File: config.mk
export PLATFORM = sky130hd
export DESIGN_NAME = fetch_top
export DESIGN_NICKNAME = d
export VERILOG_FILES = /design/src/rtl/fetch_top.sv
export SDC_FILE = /design/constraint.sdc
export NUM_CORES = 1
export LEC_CHECK = 0
export ABC_CLOCK_PERIOD_IN_PS = 2000
export CAP_MARGIN = 20
export CORE_MARGIN = 10
export CORE_UTILIZATION = 46
export CTS_CLUSTER_SIZE = 30
export DETAILED_ROUTE_END_ITERATION = 10
export PLACE_DENSITY = 0.84
export SYNTH_ARGS = -nofsm -noshare
export SYNTH_HDL_FRONTEND = slang
export SYNTH_SLANG_ARGS = --single-unit
File: constraint.sdc
create_clock -name clk -period 2 [get_ports clk]
set_clock_uncertainty 0.05 [all_clocks]
set_input_delay 0.3 -clock clk [delete_from_list [all_inputs] [get_ports clk]]
set_output_delay 0.3 -clock clk [all_outputs]
set_load 0.05 [all_outputs]
File: src/rtl/fetch_top.sv
// fetch_top -- instruction fetch stage of the five-stage pipeline.
//
// Owns the PC, issues requests to instruction memory over a req/ready
// handshake and presents {out_pc, instruction, valid} registers to decode.
// Jumps from decode and taken branches from M redirect the PC. A redirect
// while a request is in flight marks that response as wrong-path so that it
// is dropped when it returns.
//
// Ports:
//   clk, reset          single clock, synchronous active-high reset
//   stall               decode cannot accept; delivered outputs hold
//   is_jump, jump_addr  jump from decode (ignored while stalled)
//   branch, branch_addr taken branch from M (honoured even while stalled)
//   imem_req/imem_addr  memory request; address is the PC register
//   imem_ready/data     memory response for the current request
//   out_pc, instruction, valid  registered outputs to decode
module fetch_top #(
  parameter int          ADDR_SIZE  = 32,
  parameter int          INSTR_SIZE = 32,
  parameter logic [31:0] RESET_PC   = 32'h0000_1000,
  parameter logic [31:0] NOP_INSTR  = 32'h0000_0000
) (
  input  logic                  clk,
  input  logic                  reset,
  input  logic                  stall,
  input  logic                  is_jump,
  input  logic [ADDR_SIZE-1:0]  jump_addr,
  input  logic                  branch,
  input  logic [ADDR_SIZE-1:0]  branch_addr,
  output logic                  imem_req,
  output logic [ADDR_SIZE-1:0]  imem_addr,
  input  logic                  imem_ready,
  input  logic [INSTR_SIZE-1:0] imem_data,
  output logic [ADDR_SIZE-1:0]  out_pc,
  output logic [INSTR_SIZE-1:0] instruction,
  output logic                  valid
);

  // BUSY: a request is (or is about to be) outstanding.
  // HOLD: a fetched word is parked because decode was stalled.
  typedef enum logic {
    BUSY = 1'b0,
    HOLD = 1'b1
  } state_t;

  localparam logic [ADDR_SIZE-1:0] PC_STEP = ADDR_SIZE'(4);

  state_t                  state_q,  state_d;
  logic [ADDR_SIZE-1:0]    pc_q,     pc_d;
  logic                    squash_q, squash_d;
  logic [INSTR_SIZE-1:0]   hold_q,   hold_d;
  logic [ADDR_SIZE-1:0]    out_pc_q, out_pc_d;
  logic [INSTR_SIZE-1:0]   instr_q,  instr_d;
  logic                    valid_q,  valid_d;

  logic                    redirect;
  logic [ADDR_SIZE-1:0]    target;

  // Decode keeps presenting a jump while stalled, so only take it when the
  // pipeline moves. A branch from M must be taken immediately.
  assign redirect = branch | (is_jump & ~stall);
  assign target   = branch ? branch_addr : jump_addr;

  assign imem_req    = (state_q == BUSY);
  assign imem_addr   = pc_q;
  assign out_pc      = out_pc_q;
  assign instruction = instr_q;
  assign valid       = valid_q;

  always_ff @(posedge clk) begin
    if (reset) begin
      state_q  <= BUSY;
      pc_q     <= RESET_PC;
      squash_q <= 1'b0;
      hold_q   <= NOP_INSTR;
      out_pc_q <= '0;
      instr_q  <= NOP_INSTR;
      valid_q  <= 1'b0;
    end else begin
      state_q  <= state_d;
      pc_q     <= pc_d;
      squash_q <= squash_d;
      hold_q   <= hold_d;
      out_pc_q <= out_pc_d;
      instr_q  <= instr_d;
      valid_q  <= valid_d;
    end
  end

  always_comb begin
    state_d  = state_q;
    pc_d     = pc_q;
    squash_d = squash_q;
    hold_d   = hold_q;
    out_pc_d = out_pc_q;
    instr_d  = instr_q;
    valid_d  = valid_q;

    if (redirect) begin
      pc_d     = target;
      valid_d  = 1'b0;
      instr_d  = NOP_INSTR;
      hold_d   = NOP_INSTR;
      state_d  = BUSY;
      // Only a request that has not yet completed leaves a stale response
      // behind; one completing this cycle is simply ignored.
      squash_d = (state_q == BUSY) && !imem_ready;
    end else begin
      unique case (state_q)
        BUSY: begin
          if (imem_ready && squash_q) begin
            // Wrong-path response returning: drop it.
            squash_d = 1'b0;
            if (!stall) begin
              valid_d = 1'b0;
              instr_d = NOP_INSTR;
            end
          end else if (imem_ready) begin
            if (!stall) begin
              out_pc_d = pc_q;
              instr_d  = imem_data;
              valid_d  = 1'b1;
              pc_d     = pc_q + PC_STEP;
            end else begin
              hold_d  = imem_data;
              state_d = HOLD;
            end
          end else if (!stall) begin
            valid_d = 1'b0;
            instr_d = NOP_INSTR;
          end
        end
        HOLD: begin
          if (!stall) begin
            out_pc_d = pc_q;
            instr_d  = hold_q;
            valid_d  = 1'b1;
            pc_d     = pc_q + PC_STEP;
            state_d  = BUSY;
          end
        end
        default: state_d = BUSY;
      endcase
    end
  end

endmodule

==> run_results.csv <==
group,metric,value,unit
synth,synth.cell_area,5810,um2
run_status,status,"complete, no violations",
layout,post_synthesis_to_final_layout_area_growth,51.7,%
power_and_ir_drop,peak_supply_drop,0.472,mV
placement,hpwl,14.7,mm
layout,antenna-diode-count,0,
clock_tree,clockRootBuffer,"sky130_fd_sc_hd__clkbuf_16",
critical_path,crit_path_end_kind,"output pin",
layout,post_route_cells_drive_above_1_share,0.141,
critical_path,critPathRequiredTime,1650,ps
floorplan,initial_core_util,0.477,
layout,layout_common_cells,"166 x sky130_fd_sc_hd__clkdlybuf4s50_1, 143 x sky130_fd_sc_hd__nand2_1, 114 x sky130_fd_sc_hd__dfxtp_1, 69 x sky130_fd_sc_hd__a21oi_1, 58 x sky130_fd_sc_hd__buf_4",
global_route,grt_first_pass_wirelength,31.8,mm
sta,achievable-frequency,506,MHz
drt,detail_route.vias_per_cell,5.61,
floorplan,num_rows,40,
drt,drc_errors,0,
floorplan,pin_count,200,
layout,fillerInstances,875,
critical_path,crit_path_start_kind,"flip-flop",
layout,layout.cells.most_common,"sky130_fd_sc_hd__clkdlybuf4s50_1",
sta,setup-tns-final,0,ps
critical_path,setup.reg_to_reg.worst_slack,110,ps
sta,period_minus_slack,1970,ps
floorplan,die_h,132,um
synth,asyncSetResetFlopFracSynth,0,
synth,synth_flop_cell,"sky130_fd_sc_hd__dfxtp_1",
drt,totalWireLength,19.9,mm
clock_tree,cts_tree,"done",
layout,finish.instance_area,8810,um2
layout,number_of_standard_cells_in_the_layout_taps_in_and_fillers_out,1086,
placement,detailed_place.area,8220,um2
global_route,overflow,0,
critical_path,cp_top_family,"buffers and inverters",
drt,drtAntennaViolNets,0,
critical_path,arrival,1620,ps
synth,yosys-top-cells-area,"sky130_fd_sc_hd__dfxtp_1 45%, sky130_fd_sc_hd__nand2_1 9.2%, sky130_fd_sc_hd__a21oi_1 6.0%, sky130_fd_sc_hd__a22o_1 4.7%, sky130_fd_sc_hd__a211oi_1 4.7%",
sta,slew_headroom,0.630,
drt,initialDrtViolationCount,518,
critical_path,critical_path.max_fanout,5,
drt,drt_pre_antenna_iters,5,
sta,rsz0062_at_grt,"true",
global_route,grt_max_degree,67,
synth,count_of_flip_flops_with_a_built_in_enable_after_synthesis,0,
synth,synth.net_count,801,
critical_path,critical-path-max-stage-delay,830,ps
synth,syn-mean-instance-area,8.32,um2
placement,placed_cells_incl_taps,1054,
clock_tree,cts_inserted_buffers,17,
synth,synthDistinctLibCells,47,
critical_path,timing.setup.critical_path_class,"flip-flop to output pin",
placement,gp_congestion,0.849,
power_and_ir_drop,leakagePower,3.24,nW
critical_path,crit_slowest_cell,"sky130_fd_sc_hd__clkdlybuf4s50_1",
floorplan,floorplan.die.width,132,um
synth,yosys_warnings,0,
clock_tree,clock_latency,420,ps
global_route,gr-usage-all-layers,0.220,
sta,timing.final.hold_violations,0,
global_route,antenna_violations_before_repair,0,
power_and_ir_drop,pwr_density_cell,787,nW/um2
floorplan,core_area,12200,um2
layout,final_nets,1010,
clock_tree,cts_num_sinks,131,
sta,fin_crit_sh,0.987,
placement,port_buffers,199,
clock_tree,worst_setup_hold_path_clk_slew,50,ps
clock_tree,htreeDepth,4,
synth,seq_area_frac_synth,0.452,
sta,slew_viol_final,0,
sta,finalSetupViolations,0,
job,max-cap-violations,0,
sta,timing_worst_slew_pin_value,551,ps
synth,synthesis.instances,698,
drt,routedWlPerCell,18.3,um
floorplan,design.die.area,17500,um2
global_route,first_global_vias,6041,
layout,register_area,2650,um2
hold_path,min-delay-path-class,"input port to flip-flop",
critical_path,timing.critical_path.cells,"clkdlybuf4s50_1",
power_and_ir_drop,fin_total_pwr,6.93,mW
synth,postSynthRegisterBits,131,
synth,synthDominantCellAreaShare,0.452,
clock_tree,cts_max_path_buffers,2,
synth,synth.largest_area_cell,"sky130_fd_sc_hd__dfxtp_1",
layout,area_taken_by_multi_input_logic_gates,3000,um2
drt,routed-via-count,6089,
critical_path,path_buf_inv,1,
-- flip-flops by register name, summed over array words and instances (netlist names), named ones only --
| register | count |
|---|---|
| hold_q | 32 |
| imem_addr | 32 |
| instruction | 32 |
| out_pc | 32 |
| squash_q | 1 |
| state_q | 1 |
-- path summary, 6_finish.rpt --
| kind | start | end | depth (start not counted) |
|---|---|---|---|
| setup / recovery | imem_addr[3] | imem_addr[3] | 1 |
| hold reg to reg | hold_q[27] | hold_q[27] | 2 |
| setup reg to reg | imem_addr[2] | imem_addr[20] | 6 |
| hold / removal | reset | out_pc[28] | 3 |
-- synthesized netlist by cell type, types with 2 or more instances --
master and instances:
sky130_fd_sc_hd__a31oi_1 6, sky130_fd_sc_hd__or3_1 9, sky130_fd_sc_hd__nor2_1 43, sky130_fd_sc_hd__nor4_1 5
sky130_fd_sc_hd__nand4_1 5, sky130_fd_sc_hd__a22oi_1 31, sky130_fd_sc_hd__a21oi_1 70, sky130_fd_sc_hd__a21o_1 5
sky130_fd_sc_hd__buf_1 6, sky130_fd_sc_hd__o31a_1 2, sky130_fd_sc_hd__a311oi_1 4, sky130_fd_sc_hd__clkbuf_1 45
sky130_fd_sc_hd__xor2_1 3, sky130_fd_sc_hd__and4_1 3, sky130_fd_sc_hd__xnor2_1 16, sky130_fd_sc_hd__nand3_2 2
sky130_fd_sc_hd__nor2b_1 20, sky130_fd_sc_hd__o21ai_1 3, sky130_fd_sc_hd__dfxtp_1 131, sky130_fd_sc_hd__inv_1 5
sky130_fd_sc_hd__nand2b_1 4, sky130_fd_sc_hd__o22ai_1 2, sky130_fd_sc_hd__a211oi_1 36, sky130_fd_sc_hd__o21ai_0 11
sky130_fd_sc_hd__a21boi_1 2, sky130_fd_sc_hd__buf_2 7, sky130_fd_sc_hd__nand2_1 143, sky130_fd_sc_hd__nand3_1 6
sky130_fd_sc_hd__a22o_1 31, sky130_fd_sc_hd__nor3_1 8, sky130_fd_sc_hd__and2_1 3, sky130_fd_sc_hd__mux2i_1 16
-- cell type report --
type                       instances  share of cell area
clock inverter                     5             0.00597
multi-input combinational        504               0.341
sequential                       131               0.301
timing repair buffer             248               0.271
clock buffer                      25              0.0551
tap                              168              0.0239
inverter                           5             0.00213
-- cell families after synthesis --
| group | Yosys count | share of synthesized area |
|---|---|---|
| multiplexers | 17 | 0.0295 |
| AND/OR/NAND/NOR | 261 | 0.209 |
| adder cells (fa/ha/maj) | 1 | 0.00215 |
| flip-flops | 131 | 0.452 |
| XOR/XNOR | 19 | 0.0287 |
| AO/OA/AOI/OAI | 206 | 0.237 |
| buffers and inverters | 63 | 0.0422 |
-- per-stage QoR --
step / hold WS, ps / worst slack (ps) / utilization
floorplan: 386 / -19.9 / -
global placement: 391 / -261 / 0.676
detailed placement: 396 / -300 / 0.676
CTS: 277 / 3.04 / 0.719
global route: 316 / -24.0 / 0.724
finish: 298 / 25.0 / 0.724
-- timing repair --
action | CTS | global route
hold buffers | 0 | 0
pin swaps | 0 | 6
setup endpoints to repair | 12 | 11
resized for setup | 12 | 15
setup buffers | 0 | 2
-- where the power goes --
| part | switching, mW | internal, mW | total [mW] |
|---|---|---|---|
| combinational | 0.721 | 0.534 | 1.26 |
| sequential | 0.107 | 2.71 | 2.82 |
| clock | 1.07 | 1.79 | 2.86 |
-- metal layers --
layer  global-route usage  wire length, um
met4               0.0807              363
met1                0.251             8100
met3               0.0686             1640
met5                    0                0
met2                0.376             9810
Power figures use the tool's default switching activity.
